--- src/rtl/mbox_ebox_resp.sv ---
// mbox_ebox_resp: MBOX-side responder for the EBOX memory-request interface.
//
// Accepts EBOX read / write / read-pause-write (PSE) requests, answers with
// an accept pulse (cshEBOXT0) or a reject pulse (cshEBOXRetry), runs the
// accepted request against a simple backing-memory port and signals
// completion on mboxRespIn with read data held on cacheDataRead.
//
// Optional feature macro: MBOX_PARITY_EN
//   defined   : odd parity generated on memWPar, read parity checked into
//               the sticky mbParErr flag.
//   undefined : memWPar = 0, mbParErr = 0, memRPar ignored.
//
// Handshakes:
//   EBOX side  - eboxReq is only looked at in IDLE and PSEWAIT. Each sampled
//                request is answered by exactly one single-cycle pulse, either
//                cshEBOXRetry (EBOX must re-request) or cshEBOXT0 followed
//                later by one mboxRespIn pulse. A new request can be taken in
//                the cycle after mboxRespIn.
//   Memory side - memReq is held high with memAddr/memWrite/memWData stable
//                until memAck is sampled high or the NXM timeout fires; a
//                memAck seen while memReq is low is ignored.
//
// Bit numbering follows the EBOX convention: bit 0 / bit 13 is the MSB.

module mbox_ebox_resp #(
  parameter int unsigned NXM_TIMEOUT = 64
) (
  input  logic         mboxClk,
  input  logic         mboxResetN,
  // EBOX request side
  input  logic         eboxReq,
  input  logic [13:35] EBOX_VMA,
  input  logic         eboxRead,
  input  logic         eboxWrite,
  input  logic         eboxPSE,
  input  logic [0:35]  cacheDataWrite,
  output logic         cshEBOXT0,
  output logic         cshEBOXRetry,
  output logic         mboxRespIn,
  output logic [0:35]  cacheDataRead,
  // error flags
  output logic         nxmErr,
  output logic         mbParErr,
  input  logic         errClr,
  // backing-memory port
  input  logic         memBusy,
  output logic         memReq,
  output logic         memWrite,
  output logic         memLock,
  output logic [13:35] memAddr,
  output logic [0:35]  memWData,
  output logic         memWPar,
  input  logic         memAck,
  input  logic [0:35]  memRData,
  input  logic         memRPar,
  // debug: current FSM state
  output logic [2:0]   dbg_state_o
);

  typedef enum logic [2:0] {
    S_IDLE    = 3'd0,
    S_RETRY   = 3'd1,
    S_T0      = 3'd2,
    S_MEM     = 3'd3,
    S_RESP    = 3'd4,
    S_PSEWAIT = 3'd5
  } state_t;

  // Last counter value of the MEM wait window; memReq is high for exactly
  // NXM_TIMEOUT cycles before an abort.
  localparam logic [9:0] TMO_LAST = 10'(NXM_TIMEOUT - 1);

  state_t        state_q, state_d;
  logic [13:35]  addr_q, addr_d;
  logic [0:35]   wdata_q, wdata_d;
  logic [0:35]   rdata_q, rdata_d;
  logic          wr_q, wr_d;       // latched request is a write
  logic          rd_q, rd_d;       // latched request is a read
  logic          pse_q, pse_d;     // latched request is a PSE read
  logic          lock_q, lock_d;   // memory lock for a PSE sequence
  logic          abort_q, abort_d; // current request ended in NXM abort
  logic [9:0]    cnt_q, cnt_d;     // MEM wait counter
  logic          nxm_q, nxm_d;
  logic          nxm_set;
  logic          par_set;
  logic          take_fresh;       // treat eboxReq as a new request this cycle
  logic          lock_seen;        // lock state the busy check sees

  // Next-state, datapath latch and error-set decode
  always_comb begin
    state_d    = state_q;
    addr_d     = addr_q;
    wdata_d    = wdata_q;
    rdata_d    = rdata_q;
    wr_d       = wr_q;
    rd_d       = rd_q;
    pse_d      = pse_q;
    lock_d     = lock_q;
    abort_d    = abort_q;
    cnt_d      = cnt_q;
    nxm_set    = 1'b0;
    par_set    = 1'b0;
    take_fresh = 1'b0;
    lock_seen  = lock_q;

    case (state_q)
      S_IDLE: begin
        take_fresh = eboxReq;
      end

      S_RETRY: begin
        // eboxReq is deliberately not looked at here
        state_d = S_IDLE;
      end

      S_T0: begin
        cnt_d   = '0;
        abort_d = 1'b0;
        // a request with neither flag set completes without a memory cycle
        if (wr_q || rd_q) begin
          state_d = S_MEM;
        end else begin
          state_d = S_RESP;
        end
      end

      S_MEM: begin
        if (memAck) begin
          if (rd_q) begin
            rdata_d = memRData;
`ifdef MBOX_PARITY_EN
            // odd parity expected over data+parity; an even total is an error
            if ((^{memRData, memRPar}) == 1'b0) begin
              par_set = 1'b1;
            end
`endif
          end
          state_d = S_RESP;
        end else if (cnt_q == TMO_LAST) begin
          nxm_set = 1'b1;
          abort_d = 1'b1;
          if (rd_q) begin
            rdata_d = '0;
          end
          state_d = S_RESP;
        end else begin
          cnt_d = cnt_q + 10'd1;
        end
      end

      S_RESP: begin
        // a successful PSE read keeps the lock and waits for its write;
        // everything else (including the PSE write itself) releases it
        if (pse_q && !abort_q) begin
          state_d = S_PSEWAIT;
        end else begin
          state_d = S_IDLE;
          lock_d  = 1'b0;
        end
      end

      S_PSEWAIT: begin
        if (eboxReq) begin
          if (eboxWrite) begin
            // write-back of the PSE: address stays the latched PSE address
            state_d = S_T0;
            wr_d    = 1'b1;
            rd_d    = 1'b0;
            pse_d   = 1'b0;
            wdata_d = cacheDataWrite;
          end else begin
            // PSE abandoned: release the lock and treat as a fresh request
            lock_d     = 1'b0;
            lock_seen  = 1'b0;
            take_fresh = 1'b1;
          end
        end
      end

      default: begin
        state_d = S_IDLE;
      end
    endcase

    if (take_fresh) begin
      if (memBusy && !lock_seen) begin
        state_d = S_RETRY;
      end else begin
        state_d = S_T0;
        addr_d  = EBOX_VMA;
        wdata_d = cacheDataWrite;
        wr_d    = eboxWrite;
        rd_d    = !eboxWrite && eboxRead;
        pse_d   = !eboxWrite && eboxRead && eboxPSE;
        lock_d  = !eboxWrite && eboxRead && eboxPSE;
      end
    end

    // set beats clear when both happen in the same cycle
    if (nxm_set) begin
      nxm_d = 1'b1;
    end else if (errClr) begin
      nxm_d = 1'b0;
    end else begin
      nxm_d = nxm_q;
    end
  end

  // State and datapath registers
  always_ff @(posedge mboxClk or negedge mboxResetN) begin
    if (!mboxResetN) begin
      state_q <= S_IDLE;
      addr_q  <= '0;
      wdata_q <= '0;
      rdata_q <= '0;
      wr_q    <= 1'b0;
      rd_q    <= 1'b0;
      pse_q   <= 1'b0;
      lock_q  <= 1'b0;
      abort_q <= 1'b0;
      cnt_q   <= '0;
      nxm_q   <= 1'b0;
    end else begin
      state_q <= state_d;
      addr_q  <= addr_d;
      wdata_q <= wdata_d;
      rdata_q <= rdata_d;
      wr_q    <= wr_d;
      rd_q    <= rd_d;
      pse_q   <= pse_d;
      lock_q  <= lock_d;
      abort_q <= abort_d;
      cnt_q   <= cnt_d;
      nxm_q   <= nxm_d;
    end
  end

`ifdef MBOX_PARITY_EN
  logic par_q;

  // Sticky read-parity error flag; set beats clear
  always_ff @(posedge mboxClk or negedge mboxResetN) begin
    if (!mboxResetN) begin
      par_q <= 1'b0;
    end else if (par_set) begin
      par_q <= 1'b1;
    end else if (errClr) begin
      par_q <= 1'b0;
    end
  end

  assign mbParErr = par_q;
  assign memWPar  = ~(^wdata_q);
`else
  logic unused_par;

  assign unused_par = memRPar ^ par_set;
  assign mbParErr   = 1'b0;
  assign memWPar    = 1'b0;
`endif

  // Pulses and memory strobes decode straight from state so that an
  // asynchronous reset removes them without waiting for a clock edge.
  assign cshEBOXT0     = (state_q == S_T0);
  assign cshEBOXRetry  = (state_q == S_RETRY);
  assign mboxRespIn    = (state_q == S_RESP);
  assign memReq        = (state_q == S_MEM);
  assign memWrite      = wr_q;
  assign memLock       = lock_q;
  assign memAddr       = addr_q;
  assign memWData      = wdata_q;
  assign cacheDataRead = rdata_q;
  assign nxmErr        = nxm_q;
  assign dbg_state_o   = state_q;

endmodule
--- config.mk ---
export PLATFORM = sky130hd
export DESIGN_NAME = mbox_ebox_resp
export DESIGN_NICKNAME = d
export VERILOG_FILES = /design/src/rtl/mbox_ebox_resp.sv
export SDC_FILE = /design/constraint.sdc
export NUM_CORES = 1
export LEC_CHECK = 0
export BUFFER_PORTS_ARGS = -buffer_cell sky130_fd_sc_hd__buf_2
export CORE_MARGIN = 1.5
export CORE_UTILIZATION = 48
export CTS_BUF_LIST = sky130_fd_sc_hd__clkbuf_8
export DETAILED_ROUTE_END_ITERATION = 16
export GPL_ROUTABILITY_DRIVEN = 0
export PLACE_DENSITY = 0.88
export SLEW_MARGIN = 10
export SYNTH_ARGS = -nofsm -noshare
export SYNTH_HDL_FRONTEND = slang
export SYNTH_SLANG_ARGS = --single-unit
export TNS_END_PERCENT = 10
--- constraint.sdc ---
create_clock -name mboxClk -period 1.95 [get_ports mboxClk]
set_input_delay 0 -clock mboxClk [delete_from_list [all_inputs] [get_ports mboxClk]]
set_output_delay 0 -clock mboxClk [all_outputs]
set_load 0.02 [all_outputs]
Word level (Yosys, flattened, before mapping)
Cells that the tools add are included.
{"block": "word_totals", "ramBits": 0, "output_inout_bits": 107, "latchBits": 0, "memories": 0, "in_bits": 105, "rom_bits": 0, "ff_bits": 114}
{"block": "classes", "n_eq_ne": 13, "div": 0, "reduce_logical": 17, "bitwise_logic": 1, "magnitude_cmp": 0, "mux": 54, "shifts": 0, "multipliers": 0, "addsub": 1}
{"operator": "36-bit two-way mux", "count": 9}
{"operator": "1-bit two-way mux", "count": 30}
{"operator": "3-bit two-way mux", "count": 7}
{"operator": "10-bit two-way mux", "count": 2}
{"operator": "10-bit one-hot mux with 2 select lines", "count": 1}
{"operator": "3-bit one-hot mux with 5 select lines", "count": 1}
{"operator": "10-bit by 1-bit adder with 10-bit output (second input constant)", "count": 1}
{"operator": "10-bit by 6-bit equality test with 1-bit output (second input constant)", "count": 1}
{"operator": "3-bit AND reduction", "count": 3}
{"operator": "3-bit by 2-bit equality test with 1-bit output (second input constant)", "count": 2}
{"operator": "3-bit equality test (second input constant)", "count": 2}
{"operator": "2-bit inequality test (second input constant)", "count": 3}
{"operator": "3-bit inequality test (second input constant)", "count": 2}
{"operator": "1-bit one-hot mux with 2 select lines", "count": 3}
{"operator": "2-bit nonzero test", "count": 3}
{"operator": "1-bit logical AND", "count": 4}
{"operator": "4-bit by 1-bit inequality test with 1-bit output (second input constant)", "count": 1}
{"operator": "4-bit AND reduction", "count": 1}
{"operator": "3-bit by 1-bit equality test with 1-bit output (second input constant)", "count": 1}
{"operator": "1-bit zero test", "count": 3}
{"operator": "3-bit zero test", "count": 1}
{"operator": "2-bit two-way mux", "count": 1}
{"operator": "2-bit by 1-bit inequality test with 1-bit output (second input constant)", "count": 1}
{"operator": "2-bit AND reduction", "count": 1}
{"operator": "2 further kinds", "count": 2}

Longest topological paths before layout
{"block": "depth", "word_depth": 7, "depth_mapped": 7, "ltp_nobuf": 5}

Worst setup path after synthesis
No wires, ideal clock.
{"block": "synth_path", "path_type": "register to register", "from": "reg state_q[0] (netlist: dbg_state_o[0])", "to": "reg wdata_q, in the netlist memWData[10]", "setup_slack_ns": 0.120, "t_required_ns": 1.825, "arrival_time_ns": 1.705, "synth_period_minus_slack_ns": 1.830, "stages_incl_launch_ff": 7, "path_buffers": 2, "cell_sequence": "dfrtp_1 -> and3b_1 -> o221a_2 -> a41o_1 -> buf_6 -> buf_6 -> mux2_4"}
{"block": "synth_via", "elab_chain_cells": 6}
{"element": "from (decl)", "line_no": "73", "text": "state_t state_q, state_d;"}
{"element": "from (signal assigned)", "line_no": "224", "text": "state_q <= state_d;"}
{"element": "3-bit equality test", "line_no": "106", "text": "case (state_q)"}
{"element": "1-bit two-way mux", "line_no": "106"}
{"element": "1-bit zero test", "line_no": "186", "text": "if (memBusy && !lock_seen) begin"}
{"element": "1-bit logical AND", "line_no": "186"}
{"element": "36-bit two-way mux", "line_no": "186"}
{"element": "36-bit two-way mux *", "line_no": "185", "text": "if (take_fresh) begin"}
{"element": "named net wdata_d (one bit)", "line_no": "75", "text": "logic [0:35] wdata_q, wdata_d;"}
{"element": "to (signal assigned)", "line_no": "226", "text": "wdata_q <= wdata_d;"}
{"element": "to (decl)", "line_no": "75"}
The timed path passes the listed nets; every way through them passes the cells marked *.
A chain may end at the register's enable or synchronous reset.

Worst setup path in the final report
{"block": "layout_path", "from": "reg state_q[2] (netlist: dbg_state_o[2])", "to": "reg wdata_q, in the netlist memWData[22]"}
The elaborated chain is that of the path after synthesis.

==> impl_metrics.tcl <==
set metrics [dict create \
    gr-total-overflow 0 \
    cts_sinks 114 \
    status "finished clean" \
    fin_nets 746 \
    drive_gt1_frac 0.485 \
    hold_ws_ns 0.0200 \
    p_per_area_nw_per_um2 1450 \
    power_mw 10.6 \
    synthDistinctLibCells 45 \
    grt_use_met1 0.328 \
    antenna_found_initial 1 \
    grt_setup_unrepaired "no" \
    ant_nets 0 \
    crit_type "reg -> reg" \
    dp_hpwl_mm 7.92 \
    ys.flop_type "dfrtp_1" \
    max_slew_margin 0.642 \
    clockBufferDepth 2 \
    hold_viol_final 0 \
    dpl.cell_count 647 \
    chipHeight_um 101 \
    grt_pass1_vias 4251 \
    r2r_cells 5 \
    ios 212 \
    min_period_ns 1.86 \
    yosysSeqAreaShare 0.615 \
    crit_start "dbg_state_o[2]" \
    cts_buffers 17 \
    worst_slack_ns 0.0891 \
    worst_pin_slew_ns 0.537 \
    setup_viol 0 \
    clock_latency_ns 0.42 \
    htree_levels 4 \
    final_util 0.787 \
    irDropWorstVdd_mv 1.08 \
    syn_area_um2 4640 \
    synthToLayoutAreaGrowth_pct 57.4 \
    hold_class "in -> reg" \
    grt_pass1_wl_mm 21.6 \
    cts-root-buf "clkbuf_8" \
    final.setup.tns_ns 0 \
    critical_path_arrival_ns 2.17 \
    grt_usage 0.279 \
    min_from "memAck" \
    worstSetupEndpointType "flip-flop" \
    fmax_mhz 537 \
    hold_depth 4 \
    stdcell_count 783 \
    post-place-ws_ns 0.107 \
    drv_cap 0 \
    worstPathRequired_ns 2.25 \
    final_area_um2 7300 \
    wl_per_cell_um 18.0 \
    drtPass1Iterations 4 \
    use_met2 0.474 \
    cp_max_fo 37 \
    ys_ff_latch 114 \
    worstSetupStartpointType "flip-flop" \
    final_common_cell "buf_2" \
    vias 4066 \
    skew_ns 0.0138 \
    postSynthAreaPerCell_um2 14.6 \
    vias_per_cell 5.19 \
    io_buffer_count 208 \
    timing.final.crit_share 0.954 \
    start_util 0.500 \
    syn_inst 318 \
    met3_usage 0.0676 \
    p_leak_nw 3.72 \
    drc 0 \
    rows 35 \
    yosysWarnings 0 \
    cts_tree "built" \
    core-area_um2 9280 \
    most-common-layout-cells "buf_2 (207), dfrtp_1 (114), dlygate4sd3_1 (103)" \
    clk_pin_slew_ns 0.08 \
    synth-edff-count 0 \
    routed_wl_mm 14.1 \
    async_reset_ff_frac 1.00 \
    top_usage_layer "met2" \
    slew_violations 0 \
    dpl_cell_area_um2 5840 \
    dr.first_iter.drc_count 131 \
    dieArea_um2 10300 \
    r2r_start "dbg_state_o[2]" \
    die_x_um 101 \
    grt_max_degree 55 \
]
==> per-layer routing <==
| layer | vias up | share of wire |
|---|---|---|
| met5 | - | 0 |
| met4 | 0 | 0.034 |
| met3 | 44 | 0.068 |
| met2 | 220 | 0.50 |
| met1 | 1987 | 0.40 |
| li1 | 1815 | - |
==> path summary, 6_finish.rpt <==
check | slack [ns] | to
min in group asynchronous | 0.13 | memAddr[22]
max in group asynchronous | 1.13 | memWData[5]
setup / recovery | 0.09 | memWData[22]
setup reg to reg | 0.09 | memWData[22]
hold reg to reg | 0.50 | cnt_q[9]
hold / removal | 0.02 | cnt_q[6]
==> where the power goes <==
part / leakage, nW / total, mW / internal (mW) / switching, mW
Combinational: 2.06 / 4.36 / 1.99 / 2.37
Sequential: 1.44 / 3.86 / 3.27 / 0.592
Clock: 0.214 / 2.36 / 1.31 / 1.05
Total: 3.72 / 10.6 / 6.58 / 4.01
==> worst max-delay path, cell delays in order (launching register included) <==
cell and delay, ns:
dfrtp_1 0.46, and3b_1 0.22, o221a_2 0.26, a41o_2 0.25
buf_12 0.19, mux2_4 0.34
==> sequential cells by signal (all words and copies together), names as in the netlist <==
signal / count
cnt_q: 10
pse_q: 1
dbg_state_o: 3
cacheDataRead: 36
memWData: 36
memLock: 1
memWrite: 1
memAddr: 23
nxmErr: 1
abort_q: 1
rd_q: 1
==> Yosys cell counts, drive strengths merged (2+ instances only) <==
cell type | instances | area share
o211ai | 3 | 0.0059
or2 | 2 | 0.0027
clkbuf | 4 | 0.0032
inv | 6 | 0.0049
nor2b | 3 | 0.0040
mux2 | 59 | 0.17
nor3b | 4 | 0.0065
buf | 16 | 0.024
dfrtp | 114 | 0.61
nor3 | 2 | 0.0032
o21ai | 7 | 0.0076
a21boi | 2 | 0.0032
nand3 | 9 | 0.0097
nor2 | 4 | 0.0032
nand2 | 11 | 0.0089
o31ai | 5 | 0.0081
nand3b | 3 | 0.0049
mux2i | 3 | 0.0065
a22o | 38 | 0.072
nor4 | 3 | 0.0040
==> area by class of cell <==
class                      instances  area [µm²]
sequential                       114        2850
timing repair buffer             322        2190
fill                             534        1980
multi-input combinational        179        1640
clock buffer                      18         248
clock inverter                    14         178
tap                              129         161
inverter                           6        22.5
antenna                            1        2.50
==> logic make-up after synthesis <==
kind of cell	synth area share
compound gates	0.115
xor+xnor	0.00189
fa+ha+maj	0.00270
buf+inv	0.0318
flops	0.615
mux	0.173
other cells	0.000808
simple gates	0.0596
==> repair_timing <==
action | CTS | global route
hold buffers | 103 | 0
endpoints found under the hold margin | 140 | 0
setup endpoints to repair | 0 | 6
resized for setup | 0 | 1
buffers inserted | 0 | 0
(Power assumes the default switching activity.)
